File: src/rtl/max6675_read_scheduler_if.sv
// Signal bundle between the MAX6675 read scheduler, the board SPI pins and the temperature consumer.
// The master modport is the scheduler side; the slave modport is everything around it.
interface max6675_read_scheduler_if;
   logic        enable;
   logic        trig;
   logic        spi_so;
   logic        spi_cs_n;
   logic        spi_sclk;
   logic [11:0] temp_raw;
   logic [9:0]  temp_int;
   logic        tc_open;
   logic        frame_err;
   logic        data_valid;
   logic        busy;

   modport master (
      input  enable, trig, spi_so,
      output spi_cs_n, spi_sclk, temp_raw, temp_int, tc_open, frame_err, data_valid, busy
   );

   modport slave (
      output enable, trig, spi_so,
      input  spi_cs_n, spi_sclk, temp_raw, temp_int, tc_open, frame_err, data_valid, busy
   );
endinterface

File: src/rtl/max6675_read_scheduler.sv
// SPI master and read scheduler for the MAX6675: waits out the conversion time, clocks in the
// 16-bit frame MSB-first and publishes temperature, open-thermocouple and frame-error results.
module max6675_read_scheduler #(
   parameter int SCLK_HALF   = 8,
   parameter int CS_SETUP    = 8,
   parameter int CONV_CYCLES = 11_500_000
) (
   input  logic                      clk,
   input  logic                      rst,
   max6675_read_scheduler_if.master  bus
);

   localparam int MAX_AB  = (CONV_CYCLES > CS_SETUP) ? CONV_CYCLES : CS_SETUP;
   localparam int MAX_ALL = (MAX_AB > SCLK_HALF) ? MAX_AB : SCLK_HALF;
   localparam int CW      = $clog2(MAX_ALL + 1);

   localparam logic [CW-1:0] CONV_LAST  = CW'(CONV_CYCLES - 1);
   localparam logic [CW-1:0] SETUP_LAST = CW'(CS_SETUP - 1);
   localparam logic [CW-1:0] HALF_LAST  = CW'(SCLK_HALF - 1);
   localparam logic [CW-1:0] CNT_ZERO   = {CW{1'b0}};
   localparam logic [CW-1:0] CNT_ONE    = CW'(1'b1);

   localparam logic [2:0] S_CONV_WAIT = 3'd0;
   localparam logic [2:0] S_IDLE      = 3'd1;
   localparam logic [2:0] S_SETUP     = 3'd2;
   localparam logic [2:0] S_SHIFT     = 3'd3;
   localparam logic [2:0] S_DONE      = 3'd4;

   // Dummy bit (15) and device ID bit (1) must both read back as zero.
   function automatic logic frame_check(input logic [15:0] frame);
      return frame[15] | frame[1];
   endfunction

   logic [2:0]    state_r, state_s;
   logic [CW-1:0] cnt_r, cnt_s;
   logic [4:0]    bit_r, bit_s;
   logic          sclk_r, sclk_s;
   logic [15:0]   frame_r, frame_s;
   logic          pending_r, pending_s;
   logic          cs_n_r;
   logic          busy_r;
   logic          data_valid_r;
   logic [11:0]   temp_raw_r;
   logic          tc_open_r;
   logic          frame_err_r;

   // Next-state, counters, sclk phase and frame shifting.
   always_comb begin
      state_s   = state_r;
      cnt_s     = cnt_r;
      bit_s     = bit_r;
      sclk_s    = sclk_r;
      frame_s   = frame_r;
      if (bus.trig && (state_r != S_IDLE)) begin
         pending_s = 1'b1;
      end else begin
         pending_s = pending_r;
      end

      case (state_r)
         S_CONV_WAIT: begin
            if (cnt_r == CONV_LAST) begin
               state_s = S_IDLE;
               cnt_s   = CNT_ZERO;
            end else begin
               cnt_s = cnt_r + CNT_ONE;
            end
         end
         S_IDLE: begin
            if (bus.enable || bus.trig || pending_r) begin
               state_s   = S_SETUP;
               cnt_s     = CNT_ZERO;
               pending_s = 1'b0;
            end else begin
               state_s = S_IDLE;
            end
         end
         S_SETUP: begin
            if (cnt_r == SETUP_LAST) begin
               state_s = S_SHIFT;
               cnt_s   = CNT_ZERO;
               bit_s   = 5'd0;
               sclk_s  = 1'b0;
            end else begin
               cnt_s = cnt_r + CNT_ONE;
            end
         end
         S_SHIFT: begin
            if (cnt_r == HALF_LAST) begin
               cnt_s = CNT_ZERO;
               if (!sclk_r) begin
                  // Sample SO on the clk edge that raises sclk.
                  sclk_s  = 1'b1;
                  frame_s = {frame_r[14:0], bus.spi_so};
               end else if (bit_r == 5'd15) begin
                  sclk_s  = 1'b0;
                  state_s = S_DONE;
               end else begin
                  sclk_s = 1'b0;
                  bit_s  = bit_r + 5'd1;
               end
            end else begin
               cnt_s = cnt_r + CNT_ONE;
            end
         end
         S_DONE: begin
            state_s = S_CONV_WAIT;
            cnt_s   = CNT_ZERO;
         end
         default: begin
            state_s = S_CONV_WAIT;
            cnt_s   = CNT_ZERO;
            sclk_s  = 1'b0;
         end
      endcase
   end

   // State registers and registered outputs; pin outputs follow the next state so they line up with it.
   always_ff @(posedge clk or posedge rst) begin
      if (rst) begin
         state_r      <= S_CONV_WAIT;
         cnt_r        <= CNT_ZERO;
         bit_r        <= 5'd0;
         sclk_r       <= 1'b0;
         frame_r      <= 16'h0000;
         pending_r    <= 1'b0;
         cs_n_r       <= 1'b1;
         busy_r       <= 1'b1;
         data_valid_r <= 1'b0;
         temp_raw_r   <= 12'h000;
         tc_open_r    <= 1'b0;
         frame_err_r  <= 1'b0;
      end else begin
         state_r      <= state_s;
         cnt_r        <= cnt_s;
         bit_r        <= bit_s;
         sclk_r       <= sclk_s;
         frame_r      <= frame_s;
         pending_r    <= pending_s;
         cs_n_r       <= !((state_s == S_SETUP) || (state_s == S_SHIFT));
         busy_r       <= (state_s != S_IDLE);
         data_valid_r <= (state_s == S_DONE);
         if (state_s == S_DONE) begin
            temp_raw_r  <= frame_s[14:3];
            tc_open_r   <= frame_s[2];
            frame_err_r <= frame_check(frame_s);
         end
      end
   end

   assign bus.spi_cs_n   = cs_n_r;
   assign bus.spi_sclk   = sclk_r;
   assign bus.temp_raw   = temp_raw_r;
   assign bus.temp_int   = temp_raw_r[11:2];
   assign bus.tc_open    = tc_open_r;
   assign bus.frame_err  = frame_err_r;
   assign bus.data_valid = data_valid_r;
   assign bus.busy       = busy_r;

endmodule

File: src/flat_wrapper.sv
// flat-port wrapper written by rule: the top's interface ports become plain ports
module max6675_read_scheduler_flat 
#(
   parameter int SCLK_HALF   = 8,
   parameter int CS_SETUP    = 8,
   parameter int CONV_CYCLES = 11_500_000
)
  (clk, rst, bus_enable, bus_trig, bus_spi_so, bus_spi_cs_n, bus_spi_sclk, bus_temp_raw, bus_temp_int, bus_tc_open, bus_frame_err, bus_data_valid, bus_busy);
  max6675_read_scheduler_if bus_i ();
  input  logic clk;
  input  logic rst;
  input wire logic [$bits(bus_i.enable)-1:0] bus_enable;
  input wire logic [$bits(bus_i.trig)-1:0] bus_trig;
  input wire logic [$bits(bus_i.spi_so)-1:0] bus_spi_so;
  output wire logic [$bits(bus_i.spi_cs_n)-1:0] bus_spi_cs_n;
  output wire logic [$bits(bus_i.spi_sclk)-1:0] bus_spi_sclk;
  output wire logic [$bits(bus_i.temp_raw)-1:0] bus_temp_raw;
  output wire logic [$bits(bus_i.temp_int)-1:0] bus_temp_int;
  output wire logic [$bits(bus_i.tc_open)-1:0] bus_tc_open;
  output wire logic [$bits(bus_i.frame_err)-1:0] bus_frame_err;
  output wire logic [$bits(bus_i.data_valid)-1:0] bus_data_valid;
  output wire logic [$bits(bus_i.busy)-1:0] bus_busy;
  assign bus_i.enable = bus_enable;
  assign bus_i.trig = bus_trig;
  assign bus_i.spi_so = bus_spi_so;
  assign bus_spi_cs_n = bus_i.spi_cs_n;
  assign bus_spi_sclk = bus_i.spi_sclk;
  assign bus_temp_raw = bus_i.temp_raw;
  assign bus_temp_int = bus_i.temp_int;
  assign bus_tc_open = bus_i.tc_open;
  assign bus_frame_err = bus_i.frame_err;
  assign bus_data_valid = bus_i.data_valid;
  assign bus_busy = bus_i.busy;
  max6675_read_scheduler #(.SCLK_HALF(SCLK_HALF), .CS_SETUP(CS_SETUP), .CONV_CYCLES(CONV_CYCLES)) u_core (.clk(clk), .rst(rst), .bus(bus_i));
endmodule
File: config.mk
export PLATFORM = sky130hd
export DESIGN_NAME = max6675_read_scheduler_flat
export DESIGN_NICKNAME = d
export VERILOG_FILES = /design/src/rtl/max6675_read_scheduler_if.sv /design/src/rtl/max6675_read_scheduler.sv /design/src/flat_wrapper.sv
export SDC_FILE = /design/constraint.sdc
export NUM_CORES = 1
export LEC_CHECK = 0
export ABC_AREA = 1
export BUFFER_PORTS_ARGS = -buffer_cell sky130_fd_sc_hd__buf_2
export CELL_PAD_IN_SITES_DETAIL_PLACEMENT = 0
export CELL_PAD_IN_SITES_GLOBAL_PLACEMENT = 2
export CORE_UTILIZATION = 35
export DETAILED_ROUTE_END_ITERATION = 6
export GPL_TIMING_DRIVEN = 1
export PLACE_DENSITY_LB_ADDON = 0.1
export SKIP_LAST_GASP = 1
export SYNTH_ARGS = -nofsm -noshare
export SYNTH_HDL_FRONTEND = slang
export SYNTH_SLANG_ARGS = --single-unit
File: constraint.sdc
create_clock -name clk -period 2.2 [get_ports clk]
set_clock_uncertainty 0.1 [all_clocks]
set_input_delay 0.11 -clock clk [delete_from_list [all_inputs] [get_ports clk]]
set_output_delay 0.11 -clock clk [all_outputs]
set_load 0.1 [all_outputs]
==> impl_metrics.tcl <==
set metrics [dict create \
    cts_tree "done" \
    fmax_mhz 510 \
    cts.path.max_buffers 2 \
    crit_arrival_ps 2090 \
    finalSetupViolCount 0 \
    tightest_slew_ps 498 \
    yosysUniqueCellTypes 34 \
    grt_pass1_vias 2831 \
    overflow 0 \
    synth.avg_cell_area_um2 7.92 \
    postSynth.asyncResetShare_pct 100 \
    post-synth-top-count-cell "nand2_1" \
    nets 517 \
    path_cells "ha_1 -> inv_1 -> nor3_1 -> ha_1 -> a21oi_1 -> nand4_1 -> nand3_2 -> buf_4 -> nand2_1 -> nand2_1" \
    netlist_area_mm2 0.00376 \
    drc_errors 0 \
    ys_top_cells_by_area "dfrtp_1, nand2_1, nor2_1, inv_1, nor2_2" \
    routedWlPerCell_um 13.7 \
    min_path_type "in -> reg" \
    min_path_cells 5 \
    ant_nets 0 \
    fin_crit_sh_pct 89.1 \
    core_area_mm2 0.0104 \
    hold_violations 0 \
    grt_antenna_before_repair 0 \
    holdWs_ps 48.6 \
    endpoint_kind "flop" \
    crit_type "reg -> reg" \
    grt_usage_pct 17.6 \
    power.leakage_uw 0.00222 \
    critPathSlowestCell "dfrtp_1" \
    outcome "finished clean" \
    p_per_area_mw_per_mm2 698 \
    drv_slew 0 \
    worstRegToRegCells 10 \
    cts_made_buffers 9 \
    path_clk_slew_ps 80 \
    dieArea_mm2 0.0112 \
    min_period_ps 1960 \
    vias_per_cell 4.60 \
    grt_setup_unrepaired "false" \
    drive_gt1_share_pct 23.3 \
    synth_ff_type "dfrtp_1" \
    postCtsSetupRepairBufs 0 \
    crit_required_ps 2330 \
    syn-num-nets 483 \
    numPortBuffers 32 \
    wl_mm 8.93 \
    synth_top_cell_by_area "dfrtp_1" \
    area_delta_synth_final_pct 12.7 \
    worstPathMaxFanout 14 \
    dp.final_hpwl_mm 6.34 \
    vias 2988 \
    firstDrtPassIters 4 \
    worstSetupStartpointType "flop" \
    synthCells 475 \
    num_rows 37 \
    die_h_um 106 \
    initial_core_util_pct 36.3 \
    critical_path.max_stage_delay_ps 420 \
    antenna_cells 0 \
    slew_headroom_pct 67.0 \
    synth.top_cell.area_share_pct 43.2 \
    clock_latency_ps 340 \
    gp_congestion 0.791 \
    root_buffer "clkbuf_8" \
    grt_pass1_wl_mm 14.9 \
    cap_violations 0 \
    seq_area_frac_synth_pct 44.6 \
    cts.sinks 67 \
    ioPinCount 33 \
    grt_max_degree 68 \
    ctsHtreeMaxLevel 3 \
    die_w_um 106 \
    fin_setup_tns_ps 0 \
    drt_iter0_drc 195 \
    ir_drop_v 0.000364 \
    synth-seq-cells 67 \
    synthTopCellsByCount "nand2_1, nor2_1, dfrtp_1, inv_1, nand3_1" \
    synth_warnings 0 \
    synth_edf_count 0 \
]
critical path, delay by kind of cell (launching register included):
kind                       cells  cell delay (ps)
DFF                            1              420
adders and majority gates      2              450
and+or+nand+nor                5              530
buffers and inverters          2              260
AOI/OAI and AO/OA              1               90
cell usage in the layout (no fill, tap or decap), types with 7 or more instances in the layout:
cell        n
xor2_1     11
nand2_2     7
nand2_1   118
inv_1      46
inv_2       9
o21ai_0     9
nand4_1     9
nand3_1    28
buf_2      32
nor2_2     25
nor2_4      8
nor3_1     12
dfrtp_1    65
clkbuf_8    9
nor2_1     72
registers in the layout (all words and copies together), names as in the netlist:
name and flops:
u_core.pending_r 1, u_core.bus.spi_cs_n 1, u_core.bus.frame_err 1, u_core.bit_r 5, u_core.bus.data_valid 1, u_core.bus.spi_sclk 1
u_core.bus.busy 1, u_core.frame_r 16, u_core.bus.temp_raw 12, u_core.bus.tc_open 1, u_core.cnt_r 24, u_core.state_r 3
cell families (layout without fill, tap and decap cells):
group / Yosys count / in the layout / synth area share [%]
and+or+nand+nor: 291 / 291 / 37.5
buffers and inverters: 77 / 116 / 10.2
DFF: 67 / 67 / 44.6
AOI/OAI and AO/OA: 24 / 24 / 3.59
xor gates and xnor gates: 13 / 13 / 3.03
adders and majority gates: 3 / 3 / 0.998
area by class of cell:
type / instances / area (µm²)
timing repair buffer: 43 / 275
multi-input combinational: 331 / 1700
sequential: 67 / 1680
tap: 136 / 170
clock buffer: 9 / 124
inverter: 57 / 218
fill: 1110 / 6130
clock inverter: 7 / 76.3
metrics by stage:
stage	setup slack (ps)	total power, µW	std cells	instance area, µm²	utilization, %
after floorplan	255	1830	475	3760	-
after global placement	162	1910	631	4010	38.7
after detailed placement	142	1910	631	4010	38.7
after CTS	114	3000	650	4240	40.9
after global routing	2.16	3150	650	4240	40.9
final	240	2960	650	4240	40.9
power breakdown:
part	switching [µW]	total, µW	internal, µW
sequential	152	1470	1320
clock	539	1070	532
combinational	253	418	165
total	944	2960	2010
repair_timing:
| action | 4_1_cts | 5_1_grt |
|---|---|---|
| hold buffers | 3 | 0 |
| endpoints found under the hold margin | 67 | 0 |
| gates resized for setup | 0 | 1 |
| endpoints found under the setup margin | 0 | 14 |
final timing paths:
| kind | from | to | slack (ps) |
|---|---|---|---|
| min reg2reg | u_core.bus.tc_open | u_core.bus.tc_open | 380 |
| min in group asynchronous | rst | u_core.bit_r[3] | 270 |
| max in group asynchronous | rst | u_core.bus.busy | 1400 |
| min | bus_enable | u_core.state_r[1] | 50 |
| max | u_core.bit_r[0] | u_core.bus.frame_err | 240 |
| max reg2reg | u_core.bit_r[0] | u_core.bus.frame_err | 240 |
metal layers:
metal	global-route usage, %	routed length, µm
met4	7.04	131
met3	2.41	295
met5	0	0
met1	27.0	4730
met2	24.4	3770
Power figures use the tool's default switching activity.
